`src/rtl/memory_port_arbiter_pkg.sv`:
```
// Shared types for the two-port BlockRam arbiter: FSM state encoding,
// port identifiers and the one-hot grant codes.
`ifndef DEFAULT_MADDR_WIDTH
`define DEFAULT_MADDR_WIDTH 16
`endif
`ifndef DEFAULT_MDATA_WIDTH
`define DEFAULT_MDATA_WIDTH 32
`endif

package memory_port_arbiter_pkg;

   typedef enum logic [1:0] {
      IDLE    = 2'd0,
      GRANT_A = 2'd1,
      GRANT_B = 2'd2,
      DRAIN   = 2'd3
   } state_t;

   typedef enum logic {
      PORT_A = 1'b0,
      PORT_B = 1'b1
   } port_t;

   // grant is one-hot {B,A}; all-zero means no port owns the bus
   localparam logic [1:0] GRANT_NONE   = 2'b00;
   localparam logic [1:0] GRANT_PORT_A = 2'b01;
   localparam logic [1:0] GRANT_PORT_B = 2'b10;

   function automatic logic [1:0] grant_of(input port_t p);
      return (p == PORT_A) ? GRANT_PORT_A : GRANT_PORT_B;
   endfunction

endpackage

```
`src/rtl/memory_port_arbiter_mux.sv`:
```
// Combinational 2:1 routing between the two requesters and the BlockRam port,
// steered by the one-hot grant; the unselected side always sees zeros.
module memory_port_arbiter_mux
   import memory_port_arbiter_pkg::*;
#(
   parameter int MADDR_WIDTH = 16,
   parameter int MDATA_WIDTH = 32
) (
   input  logic [1:0]             grant,
   input  logic                   a_read_enable,
   input  logic                   a_write_enable,
   input  logic [MADDR_WIDTH-1:0] a_addr,
   input  logic [MDATA_WIDTH-1:0] a_write_data,
   output logic                   a_read_ready,
   output logic                   a_write_ready,
   output logic [MDATA_WIDTH-1:0] a_read_data,
   input  logic                   b_read_enable,
   input  logic                   b_write_enable,
   input  logic [MADDR_WIDTH-1:0] b_addr,
   input  logic [MDATA_WIDTH-1:0] b_write_data,
   output logic                   b_read_ready,
   output logic                   b_write_ready,
   output logic [MDATA_WIDTH-1:0] b_read_data,
   output logic                   mem_read_enable,
   output logic                   mem_write_enable,
   output logic [MADDR_WIDTH-1:0] mem_addr,
   output logic [MDATA_WIDTH-1:0] mem_write_data,
   input  logic                   mem_read_ready,
   input  logic                   mem_write_ready,
   input  logic [MDATA_WIDTH-1:0] mem_read_data
);

   always_comb begin
      mem_read_enable  = 1'b0;
      mem_write_enable = 1'b0;
      mem_addr         = '0;
      mem_write_data   = '0;
      a_read_ready     = 1'b0;
      a_write_ready    = 1'b0;
      a_read_data      = '0;
      b_read_ready     = 1'b0;
      b_write_ready    = 1'b0;
      b_read_data      = '0;
      if (grant == GRANT_PORT_A) begin
         mem_read_enable  = a_read_enable;
         mem_write_enable = a_write_enable;
         mem_addr         = a_addr;
         mem_write_data   = a_write_data;
         a_read_ready     = mem_read_ready;
         a_write_ready    = mem_write_ready;
         a_read_data      = mem_read_data;
      end else if (grant == GRANT_PORT_B) begin
         mem_read_enable  = b_read_enable;
         mem_write_enable = b_write_enable;
         mem_addr         = b_addr;
         mem_write_data   = b_write_data;
         b_read_ready     = mem_read_ready;
         b_write_ready    = mem_write_ready;
         b_read_data      = mem_read_data;
      end
   end

endmodule

```
`src/rtl/memory_port_arbiter.sv`:
```
// Round-robin owner of the single BlockRam port: one requester holds the bus for a
// whole four-phase transaction, then the bus drains before the next grant.
`ifndef DEFAULT_MADDR_WIDTH
`define DEFAULT_MADDR_WIDTH 16
`endif
`ifndef DEFAULT_MDATA_WIDTH
`define DEFAULT_MDATA_WIDTH 32
`endif

module memory_port_arbiter
   import memory_port_arbiter_pkg::*;
#(
   parameter int MADDR_WIDTH = `DEFAULT_MADDR_WIDTH,
   parameter int MDATA_WIDTH = `DEFAULT_MDATA_WIDTH
) (
   input  logic                   clock,
   input  logic                   reset,
   input  logic                   a_read_enable,
   input  logic                   a_write_enable,
   input  logic [MADDR_WIDTH-1:0] a_addr,
   input  logic [MDATA_WIDTH-1:0] a_write_data,
   output logic                   a_read_ready,
   output logic                   a_write_ready,
   output logic [MDATA_WIDTH-1:0] a_read_data,
   input  logic                   b_read_enable,
   input  logic                   b_write_enable,
   input  logic [MADDR_WIDTH-1:0] b_addr,
   input  logic [MDATA_WIDTH-1:0] b_write_data,
   output logic                   b_read_ready,
   output logic                   b_write_ready,
   output logic [MDATA_WIDTH-1:0] b_read_data,
   output logic                   mem_read_enable,
   output logic                   mem_write_enable,
   output logic [MADDR_WIDTH-1:0] mem_addr,
   output logic [MDATA_WIDTH-1:0] mem_write_data,
   input  logic                   mem_read_ready,
   input  logic                   mem_write_ready,
   input  logic [MDATA_WIDTH-1:0] mem_read_data,
   output logic [1:0]             grant,
   output logic                   busy
);

   state_t     state_reg;
   port_t      last_served_reg;
   logic [1:0] grant_reg;
   logic       busy_reg;
   logic       req_a;
   logic       req_b;

   assign req_a = a_read_enable | a_write_enable;
   assign req_b = b_read_enable | b_write_enable;

   // grant and busy are registered alongside the state so they drop with reset
   always_ff @(posedge clock or negedge reset) begin
      if (!reset) begin
         state_reg       <= IDLE;
         last_served_reg <= PORT_B;
         grant_reg       <= GRANT_NONE;
         busy_reg        <= 1'b0;
      end else begin
         case (state_reg)
            IDLE: begin
               if (req_a && (!req_b || last_served_reg == PORT_B)) begin
                  state_reg <= GRANT_A;
                  grant_reg <= grant_of(PORT_A);
                  busy_reg  <= 1'b1;
               end else if (req_b) begin
                  state_reg <= GRANT_B;
                  grant_reg <= grant_of(PORT_B);
                  busy_reg  <= 1'b1;
               end
            end
            GRANT_A: begin
               if (!req_a) begin
                  state_reg       <= DRAIN;
                  last_served_reg <= PORT_A;
                  grant_reg       <= GRANT_NONE;
               end
            end
            GRANT_B: begin
               if (!req_b) begin
                  state_reg       <= DRAIN;
                  last_served_reg <= PORT_B;
                  grant_reg       <= GRANT_NONE;
               end
            end
            DRAIN: begin
               // the BlockRam must finish its own return-to-zero before a new owner
               if (!mem_read_ready && !mem_write_ready) begin
                  state_reg <= IDLE;
                  busy_reg  <= 1'b0;
               end
            end
            default: begin
               state_reg <= IDLE;
               grant_reg <= GRANT_NONE;
               busy_reg  <= 1'b0;
            end
         endcase
      end
   end

   assign grant = grant_reg;
   assign busy  = busy_reg;

   memory_port_arbiter_mux #(
      .MADDR_WIDTH(MADDR_WIDTH),
      .MDATA_WIDTH(MDATA_WIDTH)
   ) u_mux (
      .grant           (grant_reg),
      .a_read_enable   (a_read_enable),
      .a_write_enable  (a_write_enable),
      .a_addr          (a_addr),
      .a_write_data    (a_write_data),
      .a_read_ready    (a_read_ready),
      .a_write_ready   (a_write_ready),
      .a_read_data     (a_read_data),
      .b_read_enable   (b_read_enable),
      .b_write_enable  (b_write_enable),
      .b_addr          (b_addr),
      .b_write_data    (b_write_data),
      .b_read_ready    (b_read_ready),
      .b_write_ready   (b_write_ready),
      .b_read_data     (b_read_data),
      .mem_read_enable (mem_read_enable),
      .mem_write_enable(mem_write_enable),
      .mem_addr        (mem_addr),
      .mem_write_data  (mem_write_data),
      .mem_read_ready  (mem_read_ready),
      .mem_write_ready (mem_write_ready),
      .mem_read_data   (mem_read_data)
   );

endmodule

```
`config.mk`:
```
export PLATFORM = sky130hd
export DESIGN_NAME = memory_port_arbiter
export DESIGN_NICKNAME = d
export VERILOG_FILES = /design/src/rtl/memory_port_arbiter_pkg.sv /design/src/rtl/memory_port_arbiter_mux.sv /design/src/rtl/memory_port_arbiter.sv
export SDC_FILE = /design/constraint.sdc
export NUM_CORES = 1
export LEC_CHECK = 0
export BUFFER_PORTS_ARGS = -buffer_cell sky130_fd_sc_hd__buf_2
export CAP_MARGIN = 20
export CELL_PAD_IN_SITES_DETAIL_PLACEMENT = 1
export CELL_PAD_IN_SITES_GLOBAL_PLACEMENT = 2
export CORE_UTILIZATION = 10
export CTS_BUF_LIST = sky130_fd_sc_hd__clkbuf_4 sky130_fd_sc_hd__clkbuf_8
export CTS_CLUSTER_DIAMETER = 60
export DETAILED_ROUTE_END_ITERATION = 8
export GPL_ROUTABILITY_DRIVEN = 0
export PLACE_DENSITY = 0.85
export SYNTH_ARGS = -nofsm -noshare
export SYNTH_HDL_FRONTEND = slang
export SYNTH_SLANG_ARGS = --single-unit
```
`constraint.sdc`:
```
create_clock -name clock -period 1.5 [get_ports clock]
set_input_delay 0.075 -clock clock [delete_from_list [all_inputs] [get_ports clock]]
set_output_delay 0.075 -clock clock [all_outputs]
set_load 0.02 [all_outputs]
```
Word-level counts from Yosys, hierarchy flattened
Cells that the tools add are included.

word-level totals
  latch bits = 0
  input port bits = 136
  ROM bits = 0
  memory bits (writable) = 0
  register bits after elaboration = 6
  logic and storage cells = 62
  output and inout port bits = 121
  memories kept = 0

cells by class
  equal/unequal tests = 9
  magnitude comparators = 0
  multipliers = 0
  add/sub/neg operators = 0
  reductions and logical operators = 14
  bitwise gates (word level) = 2
  mux-type cells = 33
  divide/modulo/power cells = 0
  shift-type cells = 0

operators by type and width
  operator                                                          count
  32-bit two-way mux                                                5
  16-bit two-way mux                                                2
  1-bit two-way mux                                                 15
  2-bit two-way mux                                                 7
  2-bit case mux with 4 select lines                                1
  4-bit AND reduction                                               2
  2-bit == test (second input constant)                             3
  2-bit inequality test (second input constant)                     3
  2-bit case mux with 3 select lines                                1
  3-bit AND reduction                                               2
  2-bit by 1-bit == test with 1-bit output (second input constant)  2
  1-bit case mux with 2 select lines                                2
  2-bit nonzero test                                                2
  1-bit logical NOT                                                 3
  3-bit inequality test (second input constant)                     1
  3-bit nonzero test                                                1
  1-bit logical AND                                                 2
  2-bit logical NOT                                                 1
  1-bit bitwise OR                                                  2
  1-bit logical OR                                                  1

Longest topological paths before layout
Gate-level depths: netlist of run 1.

  word-level depth = 6
  mapped depth = 6
  mapped depth without buffers = 6

Hierarchy
From an unflattened synthesis of run 1, not the netlist that was laid out.

second synthesis, totals
  cells, all modules = 178
  area, all modules = 1402.6 um^2

by module, submodules not included
  module                   instances  area each (um^2)  seq. area each (um^2)  cells each
  memory_port_arbiter_mux  1          1001.0            0.0                    138
  memory_port_arbiter      1          401.6             151.4                  40

Worst setup path after synthesis of run 1
No wires, ideal clock.

  path kind = reg2reg
  from = register state_reg[1]
  to = register grant_reg[0], in the netlist grant[0]
  buffers on the path = 0
  path slack = -0.018 ns
  library setup time = 0.125 ns
  arrival time = 1.393 ns
  required time = 1.375 ns
  stages on the path, launching flop included = 7
  period minus slack after synthesis = 1.518 ns
  cell sequence = dfrtp_1 > inv_1 > ha_1 > o21a_1 > a21oi_4 > and3b_4 > mux2_4

between the ends
  word-level cells in the longest chain between the ends = 3
  elaborated cells on any way between the ends = 9
  those cells by class = 5 x eq/ne; 1 x mux; 3 x reduce/logical

ends and longest elaborated chain
  item                                                     RTL line                   text
  start: declaration                                       memory_port_arbiter.sv:43  state_t state_reg;
  start signal: assignment                                 memory_port_arbiter.sv:56  state_reg <= IDLE;
  start signal: assignment                                 memory_port_arbiter.sv:64  state_reg <= GRANT_A;
  start signal: assignment                                 memory_port_arbiter.sv:68  state_reg <= GRANT_B;
  2-bit == test (tied with other cells)                    memory_port_arbiter.sv:61  case (state_reg)
  2-bit inequality test (no line) (tied with other cells)  --
  4-bit AND reduction (no line)                            --
  end signal: assignment                                   memory_port_arbiter.sv:65  grant_reg <= grant_of(PORT_A);
  end signal: assignment                                   memory_port_arbiter.sv:69  grant_reg <= grant_of(PORT_B);
  end: declaration                                         memory_port_arbiter.sv:45  logic [1:0] grant_reg;

Parallel ways exist; a longest one is shown, timed or not.
A chain may end at the register's enable or synchronous reset.

Final worst setup path of run 1
  from = register grant_reg[0], in the netlist grant[0]
  to = output mem_write_data[8]

between the ends
  word-level cells in the longest chain between the ends = 3
  elaborated cells on any way between the ends = 4
  those cells by class = 2 x eq/ne; 2 x mux

ends and longest elaborated chain
  item                  RTL line                       text
  2-bit == test         memory_port_arbiter_mux.sv:52  end else if (grant == GRANT_PORT_B) begin
  32-bit two-way mux    memory_port_arbiter_mux.sv:52
  32-bit two-way mux *  memory_port_arbiter_mux.sv:44  if (grant == GRANT_PORT_A) begin
  end: declaration      memory_port_arbiter.sv:35      output logic [MDATA_WIDTH-1:0] mem_write_data,

Mark *: on every way between the ends. The rest lies on a longest branch, timed or not.

==> results.json, run 1 <==
{
  "synth_flop_cell": "dfrtp_1",
  "reg2reg_to": "grant[1]",
  "dpl_worst_slack_ns": -0.05182,
  "relSlewSlack_pct": 86.21,
  "worst_slack_ns": -0.1009,
  "cts_root_buffer": "clkbuf_8",
  "synth-edff-count": 0,
  "endpoint_kind": "output pin",
  "cp_slowest_cell": "dfrtp_2",
  "max_cap_violations": 0,
  "min_period_ns": 1.601,
  "route.antenna.remaining_nets": 0,
  "finalMaxSlewViolations": 0,
  "num_antenna_cells": 0,
  "grt-ovfl-total": 0,
  "routed_wl_um": 11720,
  "tns_ns": -3.020,
  "synth_top_family_by_area": "simple AND/OR/NAND/NOR gates",
  "grt_pass1_wl_um": 13060,
  "synthToLayoutAreaGrowth_pct": 216.1,
  "yosys_register_bits": 6,
  "synth_top_area_share_pct": 30.93,
  "critPathTopFamily": "buffers and inverters",
  "clkLatencyLatePin_ns": 0.23,
  "firstDrtPassIters": 4,
  "irDropWorstVdd_v": 0.0003753,
  "synth_fa_ha_area_share_pct": 4.509,
  "grt_max_degree": 39,
  "ys_warn_count": 0,
  "yosys.area_share.simple_pct": 36.88,
  "grt_pass1_vias": 2536,
  "drtIter0Drc": 32,
  "async_flop_share_pct": 100.0,
  "clock.fmax_mhz": 624.7,
  "ys_seq_area_share_pct": 10.91,
  "syn_area_per_cell_um2": 7.839,
  "fin_skew_ns": 0.006607,
  "layout.nets": 595,
  "worstMarginPinSlew_ns": 0.2061,
  "grt_antenna_before_repair": 0,
  "io_buffers": 256,
  "die_x_um": 119.8,
  "synth.area.mux_share_pct": 4.689,
  "drc": 0,
  "yosys-top-cells-area": "a22o_1 (31%), and2_1 (31%), dfrtp_1 (9.0%)",
  "final_cell_mix": "buf_2 (147), buf_6 (107), and2_4 (65), a22o_1 (48), clkbuf_16 (10)",
  "start_util_pct": 10.35,
  "max_stage_delay_ns": 0.43,
  "cts_sinks": 6,
  "cp.required_ns": 1.42,
  "worst_setup_path_start_kind": "flip-flop",
  "vias": 2514,
  "status": "finished with violations",
  "path_max_fanout": 7,
  "setup_viol": 92,
  "reg2reg_depth": 6,
  "leakagePower_nw": 2.272,
  "hold_class": "input pin to asynchronous set/reset pin",
  "final_common_cell": "buf_2",
  "htreeDepth": 1,
  "fin_crit_sh_pct": 106.7,
  "synth.cell_area_mm2": 0.001388,
  "crit_chain": "nor2b_4 > buf_12 > clkbuf_16 > a22o_1 > buf_2",
  "ys_types": 23,
  "r2r-start": "state_reg[1]",
  "io_pins": 257,
  "synth-xor-area-share_pct": 0,
  "critPathBufInv": 3,
  "numCtsBuffers": 3,
  "post-route-util_pct": 32.73,
  "wire_per_inst_um": 18.62,
  "final_layout_size_suffix_gt1_share_pct": 84.33,
  "core-area_mm2": 0.01340,
  "dieHeight_um": 119.8,
  "critical_path_arrival_ns": 1.53,
  "critical_path_class": "flip-flop to output pin",
  "r2r_slack_ns": -0.05,
  "hold_viol_final": 0,
  "synth_cells": 177,
  "die_area_mm2": 0.01435,
  "syn_nets": 318,
  "synth_compound_area_share_pct": 36.43,
  "viasPerCell": 3.997,
  "dpl.hpwl_um": 6795,
  "grt_util_all_layers_pct": 11.49,
  "cts_tree": "built",
  "clk_path_buf_depth": 2,
  "rows": 42,
  "violations": "setup timing",
  "yosys.area.top_type": "a22o_1",
  "powerDensity_mw_per_mm2": 1854,
  "whs_ns": 0.2086,
  "clk_pin_slew_ns": 0.04,
  "rsz0062_at_grt": "yes"
}
-- repair_timing --
action | CTS | global route
pin swaps | 2 | 56
gates cloned | 3 | 16
gates resized for setup | 119 | 192
endpoints found under the hold margin | 6 | 0
hold buffers | 1 | 0
endpoints found under the setup margin | 120 | 121
setup buffers | 6 | 2
-- worst register-to-register path, cell delays in order, from the launching register on --
cell and delay [ns]:
dfrtp_1 0.38, inv_2 0.07, ha_4 0.16, o21a_1 0.12, a21oi_4 0.16, and3b_4 0.24
mux2_4 0.30
-- metrics by stage --
| stage | area [µm²] | power (mW) | cells |
|---|---|---|---|
| final | 4385 | 8.132 | 629 |
| after global routing | 4385 | 8.556 | 629 |
| after CTS | 3476 | 6.199 | 612 |
| after detailed placement | 2904 | 4.819 | 598 |
| after global placement | 2904 | 4.720 | 598 |
| after floorplan | 1390 | 3.259 | 177 |
-- where the power goes --
group	internal, mW	switching, mW	total (mW)
sequential	0.260	0.0911	0.351
combinational	4.06	3.44	7.50
clock	0.202	0.0791	0.281
-- worst max-delay path by stage --
stage            startpoint                end  slack, ns  depth (start not counted)
2_1_floorplan  state_reg[1]           grant[0]       0.01                          6
5_1_grt            grant[0]        mem_addr[4]      -0.13                          5
6_report           grant[0]  mem_write_data[8]      -0.10                          5
3_5_place_dp   state_reg[0]           grant[1]      -0.05                          5
4_1_cts            grant[0]        mem_addr[5]      -0.08                          5
3_3_place_gp   state_reg[1]           grant[1]       0.01                          6
-- cell usage after synthesis, types with 2 or more instances --
master	instances
dfrtp_1	5
buf_2	10
a21oi_1	2
inv_1	3
a22o_2	2
ha_1	5
nor2_1	5
nand2_1	2
clkbuf_1	8
and2_1	68
nand3_2	2
a22o_1	49
mux2i_1	2
mux2_4	3
nor2b_1	3
-- final cells by class --
type,count,area [µm²]
clock buffers,4,48.80
multi-input cells,150,1369
flip-flops and latches,6,155.1
well taps,176,220.2
fillers,1574,9015
repair buffers,290,2581
inverters,3,11.26
-- per-layer routing --
| layer | up-vias | GRT usage, % | part of all wire [%] |
|---|---|---|---|
| li1 | 1193 | - | - |
| met1 | 1201 | 11.54 | 38 |
| met2 | 114 | 24.39 | 56 |
| met3 | 6 | 2.091 | 5.1 |
| met4 | 0 | 1.406 | 0.44 |
| met5 | - | 0 | 0 |
-- cells by family (layout without fill, tap and decap cells) --
| kind of cell | count (synthesis) | in the layout |
|---|---|---|
| buf+inv | 21 | 297 |
| mux | 5 | 5 |
| compound gates | 58 | 58 |
| flops | 6 | 6 |
| simple gates | 82 | 82 |
| fa+ha+maj | 5 | 5 |
(Power assumes the default switching activity.)
==> inputs of run 2 (changes only) <==
Settings changed: ABC_AREA set to 1, PLACE_DENSITY 0.85 to 0.75, TNS_END_PERCENT set to 20.
==> run 2 against run 1 <==
  * The run still ends with setup timing left
  * Sequential share of layout area decreased by 0.062 points
  * Critical path depth shrank 1
  * Total power is 12% lower
  * Clock power rose by 4%
  * Register-to-register slack improved by 0.19 ns
  * Combinational power shrank 12%
  * Critical endpoint is now mem_addr[12]
  * Largest power group unchanged
==> results.json, run 2 <==
{
  "status": "finished with violations",
  "violations": "setup timing",
  "htreeDepth": 1,
  "cts_tree": "built",
  "setup_viol": 59,
  "critPathBufInv": 2,
  "worst_slack_ns": -0.07694,
  "synth_cells": 338,
  "hold_class": "input pin to flip-flop",
  "ys_top_cells_by_count": "inv_1 (92), nor2_1 (74), nand3_1 (53), nand2_1 (27), o21ai_0 (26)",
  "fillers": 2164,
  "p_int_mw": 3.383,
  "path_max_fanout": 7,
  "yosys_register_bits": 6,
  "reg2reg_to": "state_reg[0]",
  "syn_area_per_cell_um2": 5.190,
  "post-route-util_pct": 25.48,
  "leakagePower_nw": 2.549,
  "num_antenna_cells": 0,
  "final_cell_mix": "buf_2 (147), inv_1 (92), buf_4 (64)",
  "swShare_pct": 52.94,
  "irDropWorstVdd_v": 0.0006493,
  "critPathTopFamily": "flip-flops",
  "cts_sinks": 6,
  "max_cap_violations": 0,
  "drtIter0Drc": 74,
  "finalMaxSlewViolations": 0,
  "p_comb_share_pct": 91.6,
  "powerDensity_mw_per_mm2": 1637,
  "rows": 48,
  "fin_crit_sh_pct": 105.1,
  "core-area_mm2": 0.01724,
  "dpl.hpwl_um": 7972,
  "start_util_pct": 10.18,
  "numCtsBuffers": 3,
  "relSlewSlack_pct": 85.38,
  "seqPwrFrac_pct": 4.4,
  "syn_nets": 479,
  "grt_util_all_layers_pct": 10.70,
  "synth.most_common_cell": "inv_1",
  "async_flop_share_pct": 100.0,
  "cp.required_ns": 1.42,
  "grt_pass1_vias": 2874,
  "clkPwrFrac_pct": 4.1,
  "routed_wl_um": 11540,
  "viasPerCell": 3.705,
  "yosys-top-cells-area": "inv_1 (20%), nor2_1 (16%), nand3_1 (15%)",
  "ys_seq_area_share_pct": 8.631,
  "drc": 0,
  "path_depth": 4,
  "firstDrtPassIters": 4,
  "synth_top_area_share_pct": 19.69,
  "cts_root_buffer": "clkbuf_8",
  "vias": 3053,
  "clock.fmax_mhz": 634.1,
  "grt_antenna_before_repair": 0,
  "hold_viol_final": 0,
  "io_buffers": 256,
  "grt_max_degree": 27,
  "critPathCapture": "mem_addr[12]",
  "yosys.area.top_type": "inv_1",
  "cp_slowest_cell": "dfrtp_2",
  "synthToLayoutAreaGrowth_pct": 150.4,
  "dieHeight_um": 134.4,
  "final_common_cell": "buf_2",
  "synth_flop_cell": "dfrtp_1",
  "critical_path_class": "flip-flop to output pin",
  "total_power_mw": 7.189,
  "startpoint": "grant[0]",
  "synth-edff-count": 0,
  "crit_chain": "or2_4 > clkbuf_16 > o21ai_2 > buf_6",
  "die_area_mm2": 0.01808,
  "final_layout_size_suffix_gt1_share_pct": 60.77,
  "grt_pass1_wl_um": 15280,
  "wire_per_inst_um": 14.00,
  "io_pins": 257,
  "fin_skew_ns": 0.002010,
  "min_period_ns": 1.577,
  "synth.cell_area_mm2": 0.001754,
  "r2r-start": "state_reg[0]",
  "worstMarginPinSlew_ns": 0.2170,
  "clk_path_buf_depth": 2,
  "ys_types": 20,
  "ys_warn_count": 0,
  "max_stage_delay_ns": 0.44,
  "grt-ovfl-total": 0,
  "reg2reg_depth": 6,
  "rsz0062_at_grt": "yes",
  "clk_pin_slew_ns": 0.04,
  "endpoint_kind": "output pin",
  "die_x_um": 134.4,
  "dpl_worst_slack_ns": 0.06358,
  "switchingPower_mw": 3.806,
  "layout.nets": 741,
  "r2r_slack_ns": 0.14,
  "clkLatencyLatePin_ns": 0.23,
  "route.antenna.remaining_nets": 0,
  "critical_path_arrival_ns": 1.50,
  "worst_setup_path_start_kind": "flip-flop"
}
## run 2: changes by cell type after synthesis, sizes merged, moves of 3 or more
cell,delta
a22o,-51
and2,-68
buf,+5
inv,+90
mux2,-3
nand2,+25
nand3,+51
nor2,+69
nor2b,-3
o21ai,+49
## run 2: through the flow
stage	std cells	area, µm²	setup TNS (ns)	hold WS (ns)
finish	824	4392	-1.733	0.1175
detailed placement	806	3307	0	-0.06702
global placement	806	3307	0	-0.07891
CTS	818	3772	-2.155	0.1170
floorplan	338	1754	-1.981	-0.2206
global route	824	4392	-5.953	0.1332
## run 2: worst min-delay path by stage
stage	from	end	depth (start not counted)
2_1_floorplan	reset	busy	0
3_3_place_gp	reset	busy	1
3_5_place_dp	reset	busy	1
4_1_cts	b_write_enable	last_served_reg	4
5_1_grt	b_write_enable	last_served_reg	4
6_report	b_write_enable	last_served_reg	4
## run 2: cell families (layout without fill, tap and decap cells)
kind of cell	Yosys count	count (layout)	synth area share [%]
and+or+nand+nor	156	157	37.59
DFF	6	6	8.631
adders and majority gates	5	5	3.566
buffers and inverters	116	376	28.39
AOI/OAI and AO/OA	55	55	21.83
## run 2: layout make-up
| class | instances | area, µm² | area share (%) |
|---|---|---|---|
| Clock buffer | 4 | 48.80 | 1.111 |
| Inverter | 93 | 349.1 | 7.949 |
| Multi-Input combinational cell | 217 | 1396 | 31.79 |
| Sequential cell | 6 | 152.6 | 3.476 |
| Tap cell | 225 | 281.5 | 6.410 |
| Timing Repair Buffer | 279 | 2163 | 49.26 |
## run 2: power by group through the flow
stage	Clock (mW)	Sequential, mW	Combinational, mW
floorplan	0	0.335	2.99
global placement	0	0.308	4.58
detailed placement	0	0.314	4.58
CTS	0.300	0.314	5.56
global route	0.306	0.327	7.04
finish	0.291	0.315	6.58
## run 2: worst reg2reg max path, delay by kind of cell (launching register included)
family / cells / cell delay [ns]
fa+ha+maj: 1 / 0.23
flops: 1 / 0.40
compound gates: 1 / 0.17
buf+inv: 1 / 0.10
simple gates: 3 / 0.35
## run 2: metal layers
metal / vias up / part of all wire (%) / wire length, µm / track usage (%)
li1: 1543 / - / - / -
met1: 1401 / 38 / 4388 / 12.13
met2: 105 / 56 / 6411 / 20.78
met3: 4 / 6.0 / 695 / 2.116
met4: 0 / 0.36 / 41 / 1.498
met5: - / 0 / 0 / 0
## run 2: repair_timing
item / 4_1_cts / 5_1_grt
setup endpoints to repair: 106 / 99
buffers inserted: 4 / 0
gates resized for setup: 108 / 151
hold buffers: 1 / 0
endpoints found under the hold margin: 6 / 0
cloned: 3 / 6
pin swaps: 1 / 1
==> inputs of run 3 (changes only) <==
Settings changed: CORE_MARGIN set to 1, REMOVE_ABC_BUFFERS set to 1.
==> run 3 against run 2 <==
  * The flow still finishes with violations (setup timing)
  * Register-to-register slack improved by 0.02 ns
  * Highest routed layer unchanged
  * Maximum frequency rose by 0.89%
  * Critical endpoint is now mem_write_data[10]
  * Combinational power fell by 5.6%
  * Worst setup slack gained 0.014 ns
==> results.json, run 3 (synthesis gave the netlist of run 2 again) <==
{
  "die_area_mm2": 0.01808,
  "synthToLayoutAreaGrowth_pct": 137.0,
  "hold_viol_final": 0,
  "worstMarginPinSlew_ns": 0.2532,
  "post-route-util_pct": 24.12,
  "start_util_pct": 10.18,
  "worst_setup_path_start_kind": "flip-flop",
  "route.antenna.remaining_nets": 0,
  "layout.nets": 740,
  "grt.met1_usage_pct": 10.03,
  "setup_viol": 33,
  "violations": "setup timing",
  "grt_pass1_wl_um": 14080,
  "final_cell_mix": "buf_2 (173), inv_1 (92), nor2_1 (61), nand3_1 (53), buf_4 (51)",
  "critical_path_class": "flip-flop to output pin",
  "clkLatencyLatePin_ns": 0.22,
  "io_pins": 257,
  "die_x_um": 134.4,
  "fin_crit_sh_pct": 104.2,
  "whs_ns": 0.1259,
  "cp.required_ns": 1.42,
  "worst_slack_ns": -0.06309,
  "hold_class": "input pin to flip-flop",
  "grt-ovfl-total": 0,
  "clock.fmax_mhz": 639.8,
  "rows": 48,
  "endpoint_kind": "output pin",
  "leakagePower_nw": 2.507,
  "status": "finished with violations",
  "met2_usage_pct": 19.98,
  "final_common_cell": "buf_2",
  "min_period_ns": 1.563,
  "grt_pass1_vias": 2998,
  "numCtsBuffers": 3,
  "vias": 3113,
  "top_usage_layer": "met2",
  "cts_tree": "built",
  "fillers": 2190,
  "drtIter0Drc": 51,
  "viasPerCell": 3.783,
  "grtUsageMet3_pct": 1.927,
  "io_buffers": 256,
  "fin_skew_ns": 0.004511,
  "cts_sinks": 6,
  "wire_per_inst_um": 13.48,
  "dpl.hpwl_um": 7450,
  "grt_util_all_layers_pct": 9.696,
  "critical_path_arrival_ns": 1.49,
  "htreeDepth": 1,
  "cts_root_buffer": "clkbuf_8",
  "grt_antenna_before_repair": 0,
  "rsz0062_at_grt": "yes",
  "core-area_mm2": 0.01724,
  "total_power_mw": 6.812,
  "clk_path_buf_depth": 2,
  "relSlewSlack_pct": 82.94,
  "dpl_worst_slack_ns": 0.04392,
  "irDropWorstVdd_v": 0.0005507,
  "path_max_fanout": 8,
  "num_antenna_cells": 0,
  "dieHeight_um": 134.4,
  "max_cap_violations": 0,
  "finalMaxSlewViolations": 0,
  "powerDensity_mw_per_mm2": 1638,
  "final_layout_size_suffix_gt1_share_pct": 57.86,
  "firstDrtPassIters": 4,
  "grt_max_degree": 64,
  "drc": 0,
  "clk_pin_slew_ns": 0.04,
  "routed_wl_um": 11100
}
[run 3: where the power goes]
part	internal, mW	leakage [nW]	switching (mW)
Sequential	0.253	0.0701	0.0703
Clock	0.201	0.0262	0.0729
Combinational	2.68	2.41	3.53
[run 3: path summary, 6_finish.rpt]
kind / start / to / slack, ns / cells after the start
worst max register to register: state_reg[1] / state_reg[0] / 0.16 / 6
worst max-delay path: grant[1] / mem_write_data[10] / -0.06 / 5
worst min-delay path: b_write_enable / last_served_reg / 0.13 / 4
max in group asynchronous: reset / last_served_reg / 1.03 / 2
worst min register to register: last_served_reg / last_served_reg / 0.46 / 2
min in group asynchronous: reset / busy / 0.23 / 2
[run 3: area by class of cell]
cell class / count / area [µm²] / share of cell area, %
flip-flops and latches: 6 / 152.6 / 3.671
well taps: 225 / 281.5 / 6.771
repair buffers: 278 / 2012 / 48.39
clock buffers: 4 / 48.80 / 1.174
multi-input cells: 217 / 1311 / 31.54
inverters: 93 / 351.6 / 8.456
[run 3: what timing repair did]
action | CTS | global route
setup buffers | 1 | 3
endpoints found under the hold margin | 6 | 0
resized for setup | 6 | 197
gates cloned | 2 | 8
pin swaps | 0 | 2
endpoints found under the setup margin | 118 | 84
hold buffers | 1 | 0
[run 3: critical path, stage by stage, from the launching register on]
cell       delay [ns]
dfrtp_1          0.38
inv_4            0.06
or2_4            0.33
clkbuf_16        0.21
o21ai_4          0.15
buf_6            0.14
[run 3: metrics by stage]
step           instances  cell area [µm²]  setup TNS, ns
2_1_floorplan        315             1605        -103.84
3_3_place_gp         804             3279              0
3_5_place_dp         804             3279              0
4_1_cts              812             3418         -3.277
5_1_grt              823             4158         -5.234
6_report             823             4158        -0.7696
[run 3: metal layers]
metal  vias up  part of all wire, %
met5         -                    0
met4         0                 0.50
met3         4                  7.9
met2       170                   53
met1      1398                   39
li1       1541                    -
